<file path="src/rtl/apu_pkg.sv">
// -----------------------------------------------------------------------------
// apu_pkg
//   Shared APU definitions used by the channel-1 sweep unit and its
//   combinational calculator.
//
//   Contents:
//     FREQ_W_DEF / PER_W_DEF / SHIFT_W_DEF : default field widths
//     SWEEP_TIMER_W                        : width of the sweep period timer
//     SWEEP_PERIOD0_RELOAD                 : timer reload used when period==0
//     sweep_state_e                        : sweep FSM state encoding
// -----------------------------------------------------------------------------
package apu_pkg;

   localparam int FREQ_W_DEF  = 11;
   localparam int PER_W_DEF   = 3;
   localparam int SHIFT_W_DEF = 3;

   // Timer must hold the largest reload (8), so it is one bit wider than
   // the period field.
   localparam int SWEEP_TIMER_W        = 4;
   localparam int SWEEP_PERIOD0_RELOAD = 8;

   typedef enum logic [1:0] {
      SWEEP_IDLE    = 2'd0,
      SWEEP_CHECK   = 2'd1,
      SWEEP_APPLY   = 2'd2,
      SWEEP_RECHECK = 2'd3
   } sweep_state_e;

endpackage : apu_pkg

</file>
<file path="src/rtl/ch1_sweep_calc.sv">
// -----------------------------------------------------------------------------
// ch1_sweep_calc
//   Purely combinational sweep arithmetic: shifts the shadow frequency right
//   by the shift field and adds or subtracts the result.
//
//   Ports:
//     shadow   in  [FREQ_W-1:0]  shadow frequency
//     negate   in  1             1 = subtract the shifted value
//     shift    in  [SHIFT_W-1:0] right-shift amount
//     new_freq out [FREQ_W:0]    candidate frequency including carry bit
//     overflow out 1             addition exceeded FREQ_W bits
// -----------------------------------------------------------------------------
module ch1_sweep_calc
   import apu_pkg::*;
#(
   parameter int FREQ_W  = FREQ_W_DEF,
   parameter int SHIFT_W = SHIFT_W_DEF
) (
   input  logic [FREQ_W-1:0]  shadow,
   input  logic               negate,
   input  logic [SHIFT_W-1:0] shift,
   output logic [FREQ_W:0]    new_freq,
   output logic               overflow
);

   logic [FREQ_W-1:0] delta;

   // NOTE: every output of a combinational block is assigned on every path
   // (here unconditionally up front) so no latch can be inferred.
   always_comb begin
      delta    = shadow >> shift;
      new_freq = {1'b0, shadow} + {1'b0, delta};
      if (negate) begin
         // delta <= shadow always, so the subtraction cannot wrap.
         new_freq = {1'b0, shadow} - {1'b0, delta};
      end
      overflow = !negate && new_freq[FREQ_W];
   end

endmodule : ch1_sweep_calc

</file>
<file path="src/rtl/ch1_sweep.sv">
// -----------------------------------------------------------------------------
// ch1_sweep
//   Channel-1 frequency sweep unit. Holds a shadow copy of the channel
//   frequency captured on restart, periodically recomputes it on 128 Hz
//   sweep ticks and writes the result back to the frequency register.
//   Overflow of an upward sweep, or clearing the negate bit after a
//   subtracting calculation was used, disables the channel.
//
//   Ports:
//     dyfa_1mhz     in  1        APU clock (rising edge)
//     napu_reset    in  1        asynchronous active-low reset
//     sweep_tick    in  1        one-cycle 128 Hz frame-sequencer step
//     ch1_restart   in  1        one-cycle channel trigger
//     sweep_period  in  PER_W    NR10[6:4]
//     sweep_negate  in  1        NR10[3], 1 = subtract
//     sweep_shift   in  SHIFT_W  NR10[2:0]
//     freq_in       in  FREQ_W   current channel frequency, sampled on restart
//     freq_out      out FREQ_W   last written frequency (registered)
//     freq_wr       out 1        one-cycle load strobe for freq_out
//     ch1_sweep_off out 1        one-cycle channel-disable pulse
//     sweep_en      out 1        sweep-enable flag (registered)
// -----------------------------------------------------------------------------
module ch1_sweep
   import apu_pkg::*;
#(
   parameter int FREQ_W  = FREQ_W_DEF,
   parameter int PER_W   = PER_W_DEF,
   parameter int SHIFT_W = SHIFT_W_DEF
) (
   input  logic               dyfa_1mhz,
   input  logic               napu_reset,
   input  logic               sweep_tick,
   input  logic               ch1_restart,
   input  logic [PER_W-1:0]   sweep_period,
   input  logic               sweep_negate,
   input  logic [SHIFT_W-1:0] sweep_shift,
   input  logic [FREQ_W-1:0]  freq_in,
   output logic [FREQ_W-1:0]  freq_out,
   output logic               freq_wr,
   output logic               ch1_sweep_off,
   output logic               sweep_en
);

   localparam logic [SWEEP_TIMER_W-1:0] TIMER_ONE     = SWEEP_TIMER_W'(1);
   localparam logic [SWEEP_TIMER_W-1:0] TIMER_RELOAD0 = SWEEP_TIMER_W'(SWEEP_PERIOD0_RELOAD);

   sweep_state_e               state;
   logic [FREQ_W-1:0]          shadow;
   logic [SWEEP_TIMER_W-1:0]   timer;
   logic                       neg_used;

   logic [FREQ_W:0]            calc_new;
   logic                       calc_ovf;
   logic                       unused_carry;
   logic [SWEEP_TIMER_W-1:0]   reload_val;
   logic                       timer_expired;
   logic                       neg_quirk;
   logic                       shift_nz;
   logic                       period_nz;

   ch1_sweep_calc #(
      .FREQ_W  (FREQ_W),
      .SHIFT_W (SHIFT_W)
   ) u_calc (
      .shadow   (shadow),
      .negate   (sweep_negate),
      .shift    (sweep_shift),
      .new_freq (calc_new),
      .overflow (calc_ovf)
   );

   // The carry is already folded into calc_ovf; only the low bits are stored.
   assign unused_carry  = calc_new[FREQ_W];

   assign shift_nz      = (sweep_shift != '0);
   assign period_nz     = (sweep_period != '0);
   // A period of 0 reloads the timer with 8 rather than 0.
   assign reload_val    = period_nz ? SWEEP_TIMER_W'(sweep_period) : TIMER_RELOAD0;
   // A timer of 0 (only possible straight out of reset) also counts as expired.
   assign timer_expired = (timer == '0) || (timer == TIMER_ONE);
   // Software cleared negate after a subtracting calculation was used.
   assign neg_quirk     = neg_used && !sweep_negate;

   // NOTE: all state below is updated with non-blocking assignments so every
   // register samples the pre-edge values of the others, independent of the
   // order the statements are written in.
   always_ff @(posedge dyfa_1mhz or negedge napu_reset) begin
      if (!napu_reset) begin
         state         <= SWEEP_IDLE;
         shadow        <= '0;
         timer         <= '0;
         neg_used      <= 1'b0;
         freq_out      <= '0;
         freq_wr       <= 1'b0;
         ch1_sweep_off <= 1'b0;
         sweep_en      <= 1'b0;
      end else begin
         // Strobes are single-cycle unless re-asserted below.
         freq_wr       <= 1'b0;
         ch1_sweep_off <= 1'b0;

         if (ch1_restart) begin
            // Restart aborts any calculation in flight and swallows a
            // coincident tick.
            shadow   <= freq_in;
            timer    <= reload_val;
            neg_used <= 1'b0;
            sweep_en <= period_nz || shift_nz;
            state    <= shift_nz ? SWEEP_CHECK : SWEEP_IDLE;
         end else begin
            // The timer runs in every state; only IDLE may act on expiry.
            if (sweep_tick) begin
               timer <= timer_expired ? reload_val : timer - TIMER_ONE;
            end

            if (neg_quirk) begin
               // Takes precedence over any pending calculation so that a
               // write strobe and an off pulse never coincide.
               ch1_sweep_off <= 1'b1;
               sweep_en      <= 1'b0;
               neg_used      <= 1'b0;
               state         <= SWEEP_IDLE;
            end else begin
               case (state)
                  SWEEP_IDLE: begin
                     if (sweep_tick && timer_expired && sweep_en && period_nz) begin
                        state <= SWEEP_APPLY;
                     end
                  end

                  SWEEP_CHECK: begin
                     // Overflow probe right after restart; never writes.
                     if (sweep_negate) begin
                        neg_used <= 1'b1;
                     end
                     if (calc_ovf) begin
                        ch1_sweep_off <= 1'b1;
                        sweep_en      <= 1'b0;
                     end
                     state <= SWEEP_IDLE;
                  end

                  SWEEP_APPLY: begin
                     if (sweep_negate) begin
                        neg_used <= 1'b1;
                     end
                     if (calc_ovf) begin
                        ch1_sweep_off <= 1'b1;
                        sweep_en      <= 1'b0;
                        state         <= SWEEP_IDLE;
                     end else if (shift_nz) begin
                        shadow   <= calc_new[FREQ_W-1:0];
                        freq_out <= calc_new[FREQ_W-1:0];
                        freq_wr  <= 1'b1;
                        state    <= SWEEP_RECHECK;
                     end else begin
                        state <= SWEEP_IDLE;
                     end
                  end

                  SWEEP_RECHECK: begin
                     // Second calculation on the freshly written shadow; it
                     // can only disable the channel, never write.
                     if (calc_ovf) begin
                        ch1_sweep_off <= 1'b1;
                        sweep_en      <= 1'b0;
                     end
                     state <= SWEEP_IDLE;
                  end

                  default: begin
                     state <= SWEEP_IDLE;
                  end
               endcase
            end
         end
      end
   end

endmodule : ch1_sweep

</file>
<file path="config.mk">
export PLATFORM = sky130hd
export DESIGN_NAME = ch1_sweep
export DESIGN_NICKNAME = d
export VERILOG_FILES = /design/src/rtl/apu_pkg.sv /design/src/rtl/ch1_sweep_calc.sv /design/src/rtl/ch1_sweep.sv
export SDC_FILE = /design/constraint.sdc
export NUM_CORES = 1
export LEC_CHECK = 0
export CORE_MARGIN = 3
export CORE_UTILIZATION = 45
export CTS_BUF_LIST = sky130_fd_sc_hd__clkbuf_4 sky130_fd_sc_hd__clkbuf_8
export DETAILED_ROUTE_END_ITERATION = 7
export PLACE_DENSITY = 0.76
export SLEW_MARGIN = 10
export SYNTH_ARGS = -nofsm -noshare
export SYNTH_HDL_FRONTEND = slang
export SYNTH_SLANG_ARGS = --single-unit
</file>
<file path="constraint.sdc">
create_clock -name dyfa_1mhz -period 5.85 [get_ports dyfa_1mhz]
set_clock_uncertainty 0.05 [all_clocks]
set_input_delay 1.4625 -clock dyfa_1mhz [delete_from_list [all_inputs] [get_ports dyfa_1mhz]]
set_output_delay 1.4625 -clock dyfa_1mhz [all_outputs]
set_load 0.005 [all_outputs]
</file>
* After elaboration in Yosys (flattened, before gate mapping)
Index checks and enable logic that the tools add are counted.
Cells by class: add/subtract/negate cells 3, eq/ne operators 7, shift-type cells 1, multiplexer cells 34, bitwise logic cells 3, reductions and logical operators 26
Operators by type and width (number):
- 2-to-1 mux 11 bit | 5
- 2-to-1 mux 1 bit | 18
- nonzero test 3 bit | 6
- 2-to-1 mux 4 bit | 4
- adder 11 x 11 -> 12 bit | 1
- 2-to-1 mux 12 bit | 1
- subtractor 11 x 11 -> 12 bit | 1
- >> shifter 11 x 3 -> 11 bit | 1
- 2-to-1 mux 2 bit | 5
- one-hot mux 2 bit (3 select lines) | 1
- nonzero test 2 bit | 3
- logical AND 1 bit | 5
- AND reduction 5 bit | 1
- == test 2 bit (second input constant) | 2
- == test 4 x 1 -> 1 bit (second input constant) | 1
- logical NOT 4 bit | 1
- != test 2 bit (second input constant) | 2
- != test 4 bit (second input constant) | 1
- AND reduction 2 bit | 2
- AND reduction 4 bit | 1
- OR reduction 2 bit | 2
- subtractor 4 x 1 -> 4 bit (second input constant) | 1
- inverter 1 bit | 3
- OR reduction 3 bit | 1
- other kinds (4) | 5
Word-level totals: bits in registers 32, input port bits 22, output and inout port bits 14, logic and storage cells 82

* Longest topological paths before layout
depth in word-level cells 9, depth in mapped cells 20, depth with buffers taken out 17

* Hierarchy
Synthesis repeated with hierarchy kept, for this count alone.
Unflattened totals: cell total of the unflattened synthesis 305, area total of the unflattened synthesis 2777.7 µm²
By module, submodules not included:
- ch1_sweep | times used 1, cells each 139, area an instance 1557.7 µm², seq. area each 800.8 µm²
- ch1_sweep_calc | times used 1, cells each 166, area an instance 1219.9 µm², seq. area each 0.0 µm²

* Least setup slack after synthesis
Ideal clock, no wire load.
path type input to register, from in sweep_shift[0], to reg shadow[9], setup time 0.126 ns, data arrival time 5.333 ns, data required time 5.674 ns, slack 0.341 ns, cell stages on the path 19, buffers on the path 3, path through buf_2 buf_2 mux2i_1 o22ai_1 a31o_2 nand2b_1 nor2_1 nor2_1 xor2_1 ha_1 o211a_1 o31a_1 o2111ai_1 a311oi_1 a2111oi_4 o31ai_4 inv_2 buf_6 a221o_1
Between the ends: cells in the longest elaborated chain, start to end 8, elaborated cells between the ends (all ways) 14, classes of those cells 2 x add/sub; 1 x eq/ne; 1 x shift; 6 x mux; 4 x reduce/logical
Ends and longest elaborated chain:
- start: declaration | line ch1_sweep.sv:36 | input logic [SHIFT_W-1:0] sweep_shift,
- >> shifter 11 x 3 -> 11 bit | line ch1_sweep_calc.sv:31 | delta = shadow >> shift;
- adder 11 x 11 -> 12 bit or subtractor 11 x 11 -> 12 bit (tied branches) | line ch1_sweep_calc.sv:32, ch1_sweep_calc.sv:35
- 2-to-1 mux 12 bit | line ch1_sweep_calc.sv:33 | if (negate) begin
- 2-to-1 mux 11 bit | line ch1_sweep.sv:151 | end else if (shift_nz) begin
- 2-to-1 mux 11 bit | line ch1_sweep.sv:147 | if (calc_ovf) begin
- 2-to-1 mux 11 bit | line ch1_sweep.sv:124 | case (state)
- 2-to-1 mux 11 bit | line ch1_sweep.sv:116 | if (neg_quirk) begin
- 2-to-1 mux 11 bit | line ch1_sweep.sv:102 | if (ch1_restart) begin
- end signal: assignment | line ch1_sweep.sv:105 | shadow <= freq_in;
- end signal: assignment | line ch1_sweep.sv:152 | shadow <= calc_new[FREQ_W-1:0];
- end: declaration | line ch1_sweep.sv:48 | logic [FREQ_W-1:0] shadow;
Several ways; a longest one is shown, not always the timed one. The select of a mux whose other input is x is not followed. A chain may end at the register's enable or synchronous reset.

* Worst setup path after layout
from in sweep_shift[0], to reg freq_out[9]
Between the ends: cells in the longest elaborated chain, start to end 6, elaborated cells between the ends (all ways) 8, classes of those cells 2 x add/sub; 1 x shift; 1 x mux; 1 x bitwise; 3 x reduce/logical
Ends and longest elaborated chain:
- >> shifter 11 x 3 -> 11 bit | line ch1_sweep_calc.sv:31
- adder 11 x 11 -> 12 bit or subtractor 11 x 11 -> 12 bit (tied branches) | line ch1_sweep_calc.sv:32, ch1_sweep_calc.sv:35
- 2-to-1 mux 12 bit | line ch1_sweep_calc.sv:33
- logical AND 1 bit | line ch1_sweep_calc.sv:37 | overflow = !negate && new_freq[FREQ_W];
- inverter 1 bit (no line)
- AND reduction 5 bit (no line)
- end signal: assignment | line ch1_sweep.sv:153 | freq_out <= calc_new[FREQ_W-1:0];
- end: declaration | line ch1_sweep.sv:38 | output logic [FREQ_W-1:0] freq_out,
Several ways; a longest one is shown, not always the timed one.

==> Flow_metrics.wiki <==
{| class="wikitable"
! Metric !! Value
|-
| R2r worst-path depth || 17
|-
| Worst R2R Setup Slack || ~1.5 ns
|-
| Starting DRC count in detailed routing || approximately 110
|-
| Final Net Count || 435
|-
| Number of pins with negative max-slew slack in the final report || 0
|-
| Maximum number of pins on one net before global-route repair || 35
|-
| Hold worst-path end || freq_out[10]
|-
| Launch point of the worst hold path || freq_out[10]
|-
| # hold bufs at CTS || 0
|-
| Number of max-capacitance violations reported || 0
|-
| Count of final hold-check violations || 0
|-
| Vias || 2723
|-
| CTS Sinks || 32
|-
| Most numerous cell in the Yosys netlist || sky130_fd_sc_hd__dfrtp_1
|-
| Height of the chip || 85.9 um
|-
| Mapped cell area || about 2900 um^2
|-
| Max IR drop VDD || about 0.32 mV
|-
| Count of input and output buffers || 35
|-
| Worst endpoint data arrival time || approximately 5.7 ns
|-
| Tcrit/Tclk final || 0.945
|-
| Residual DRC count || 0
|-
| Diodes inserted || 0
|-
| Routability-driven placement congestion ratio || slightly above 0.9
|-
| Placed cell areas || approximately 3500 um^2
|-
| PnR Total Power || roughly 1.4 mW
|-
| Required time of the critical path || about 6 ns
|-
| Most area-consuming cells after synthesis || sky130_fd_sc_hd__dfrtp_1 (28%), sky130_fd_sc_hd__ha_1 (8.3%), sky130_fd_sc_hd__mux2i_1 (4.9%)
|-
| Number of antenna violations at the first check in global routing || 0
|-
| Leading cell types by count after synthesis || sky130_fd_sc_hd__dfrtp_1 (32), sky130_fd_sc_hd__inv_1 (30), sky130_fd_sc_hd__nor2_1 (30)
|-
| Async set-or-reset flop fraction in the synthesized netlist || 1.00
|-
| Highest net fanout along the worst path || 8
|-
| Clock latency of the later-clocked register in the worst-skew pair || 0.29 ns
|-
| GRT Resource Usage Total || 0.206
|-
| Largest stage delay on the critical path || roughly 0.55 ns
|-
| Antenna violation net count after detailed routing || 0
|-
| Syn Area/Cell || 8.42 um^2
|-
| Standard-cell row count || 28
|-
| Starting density of the core || 0.474
|-
| Total of cells resized after clock tree synthesis || 0
|-
| Vias per cell || between 5 and 6
|-
| Post-placement setup slack || -0.123 ns
|-
| Top flip-flop cell by instance count after synthesis || sky130_fd_sc_hd__dfrtp_1
|-
| Kind of launch point of the worst setup path || input pin
|-
| Total wire length || 7290 um
|-
| Via count of the first global-routing pass || approximately 2.7k
|-
| Proportion of synthesized chip area in sequential cells || 0.279
|-
| H-tree level count || 2
|-
| Worst path top cell family by delay || compound AO/OA/AOI/OAI gates
|-
| Number of warnings issued by yosys || 0
|-
| Area fraction of the dominant cell type after synthesis || 0.279
|-
| Achievable frequency || approximately 0.18 GHz
|-
| Max-Slew Margin vs Limit || 0.568
|-
| Endpoint of the lowest-slack register-to-register path || freq_out[9]
|-
| CTS root buf || sky130_fd_sc_hd__clkbuf_8
|-
| Worst setup EP type || flip-flop
|-
| Number of enable-type register cells in the synthesized netlist || 0
|-
| Static leakage power || ~1.6 nW
|-
| Unrepaired setup endpoints after global routing || no
|-
| Chip width || ~86 um
|-
| Flip-flop and latch count after synthesis || 32
|-
| Final setup margin || between 0.3 and 0.4 ns
|-
| Minimum clock period after layout || about 5.5 ns
|-
| Global-route wire length before repair || ~12000 um
|-
| Clock edge transition at the registers on the reported setup and hold paths || 0.06 ns
|-
| Transition time at the pin with the least slew margin || 0.642 ns
|-
| Area growth syn-to-layout || 24.6%
|-
| Worst setup path category || input pin to flip-flop
|-
| Cells along the critical path || clkdlybuf4s50_1 -> buf_4 -> mux4_2 -> ha_1 -> inv_1 -> nor2_1 -> nor2_1 -> xor2_1 -> ha_1 -> a21o_1 -> a211o_1 -> o2111ai_1 -> a311oi_1 -> buf_4 -> a2111oi_4 -> o31ai_4 -> inv_2 -> mux2_2
|-
| Critical Path Slowest Stage Cell || sky130_fd_sc_hd__mux4_2
|-
| Number of unique standard cell types used by synthesis || 57
|-
| Final Setup Violations || 0
|-
| Wire per inst || about 16 um
|-
| Post-Syn Nets || 383
|-
| Startpoint of the worst-slack reg-to-reg timing path || shadow[6]
|-
| Aggregate global routing overflow || 0
|-
| Top-level port count || 36
|-
| Power density of the placed cells || approximately 390 nW/um^2
|-
| Final design area excluding fillers || between 3000 and 4000 um^2
|-
| Half-perimeter wire length after detailed placement || between 5000 and 6000 um
|-
| Layout cells sized above 1 || 0.135
|-
| Hold Crit Depth || 2
|-
| Cell taking the most area after synthesis || sky130_fd_sc_hd__dfrtp_1
|-
| Type of the worst min-delay path || flip-flop to flip-flop
|-
| Full die area || roughly 7400 um^2
|-
| Number of standard cells after synthesis || between 300 and 400
|-
| Post-CTS setup buffer count || 0
|-
| Max Root-Sink Buffers || 2
|-
| Clock buffer count from CTS || 5
|-
| Outcome || finished, final reports clean
|-
| Post-route worst hold slack || ~0.47 ns
|-
| TritonCTS clock tree || yes
|-
| CORE AREA || just over 6000 um^2
|-
| Number of iterations in the first detailed-routing pass || 4
|-
| Sum of buffers and inverters on the critical path || 5
|}
## cell families after synthesis
family / count (synthesis) / share of synthesized area
xor gates and xnor gates: 16 / 0.0488
adders and majority gates: 20 / 0.0898
DFF: 32 / 0.279
buffers and inverters: 50 / 0.0732
and+or+nand+nor: 108 / 0.190
AOI/OAI and AO/OA: 96 / 0.242
muxes: 19 / 0.0776
## worst register-to-register path, delay by kind of cell, from the launching register on
| kind | cells | cell delay [ns] |
|---|---|---|
| AO/OA/AOI/OAI | 6 | 1.42 |
| XOR/XNOR | 1 | 0.16 |
| flip-flops | 1 | 0.51 |
| multiplexers | 3 | 1.05 |
| buffers and inverters | 3 | 0.36 |
| adder cells (fa/ha/maj) | 2 | 0.51 |
| AND/OR/NAND/NOR | 2 | 0.16 |
## final cells by class
class                      count  area [um^2]
fill                         525         2480
multi-input combinational    259         1860
sequential                    32          801
timing repair buffer          64          596
inverter                      31          116
tap                           75         93.8
clock buffer                   6         76.3
clock inverter                 2         35.0
## registers in the layout (all words and copies together) (netlist names)
signal / count
freq_wr: 1
state: 2
neg_used: 1
sweep_en: 1
shadow: 11
timer: 4
freq_out: 11
ch1_sweep_off: 1
## worst max path at each step
stage	start	cells after the start	to
6_report	sweep_shift[0]	18	freq_out[9]
5_1_grt	sweep_shift[0]	19	shadow[1]
4_1_cts	sweep_shift[1]	19	freq_out[9]
3_5_place_dp	sweep_shift[1]	19	freq_out[9]
3_3_place_gp	sweep_shift[1]	19	freq_out[9]
2_1_floorplan	sweep_shift[0]	19	shadow[9]
## placed cells by master, fill, tap and decap left out, types with 8 or more instances in the layout
cell	Yosys	routed
sky130_fd_sc_hd__o21ai_0	16	16
sky130_fd_sc_hd__nand2_1	27	27
sky130_fd_sc_hd__ha_1	19	19
sky130_fd_sc_hd__nor2_1	30	30
sky130_fd_sc_hd__mux2i_1	14	14
sky130_fd_sc_hd__clkdlybuf4s50_1	0	34
sky130_fd_sc_hd__xor2_1	10	10
sky130_fd_sc_hd__a21oi_1	21	21
sky130_fd_sc_hd__buf_4	0	27
sky130_fd_sc_hd__o311ai_0	8	8
sky130_fd_sc_hd__inv_1	30	30
sky130_fd_sc_hd__nor3_1	10	10
sky130_fd_sc_hd__dfrtp_1	32	32
## power by group
part | internal, mW | switching (mW) | total (mW)
Combinational | 0.403 | 0.394 | 0.796
Clock | 0.131 | 0.0840 | 0.215
Sequential | 0.292 | 0.0771 | 0.369
Total | 0.825 | 0.555 | 1.38
## metrics by stage
| stage | cells | util | setup TNS [ns] |
|---|---|---|---|
| 2_1_floorplan | 341 | - | 0 |
| 3_3_place_gp | 461 | 0.572 | -0.00774 |
| 3_5_place_dp | 461 | 0.572 | -1.33 |
| 4_1_cts | 469 | 0.590 | 0 |
| 5_1_grt | 469 | 0.590 | 0 |
| 6_report | 469 | 0.590 | 0 |
## metal layers
metal | routed length, um | GRT usage
met1 | 3530 | 0.279
met2 | 3290 | 0.334
met3 | 359 | 0.0307
met4 | 119 | 0.0676
met5 | 0 | 0
(Power assumes the default switching activity.)
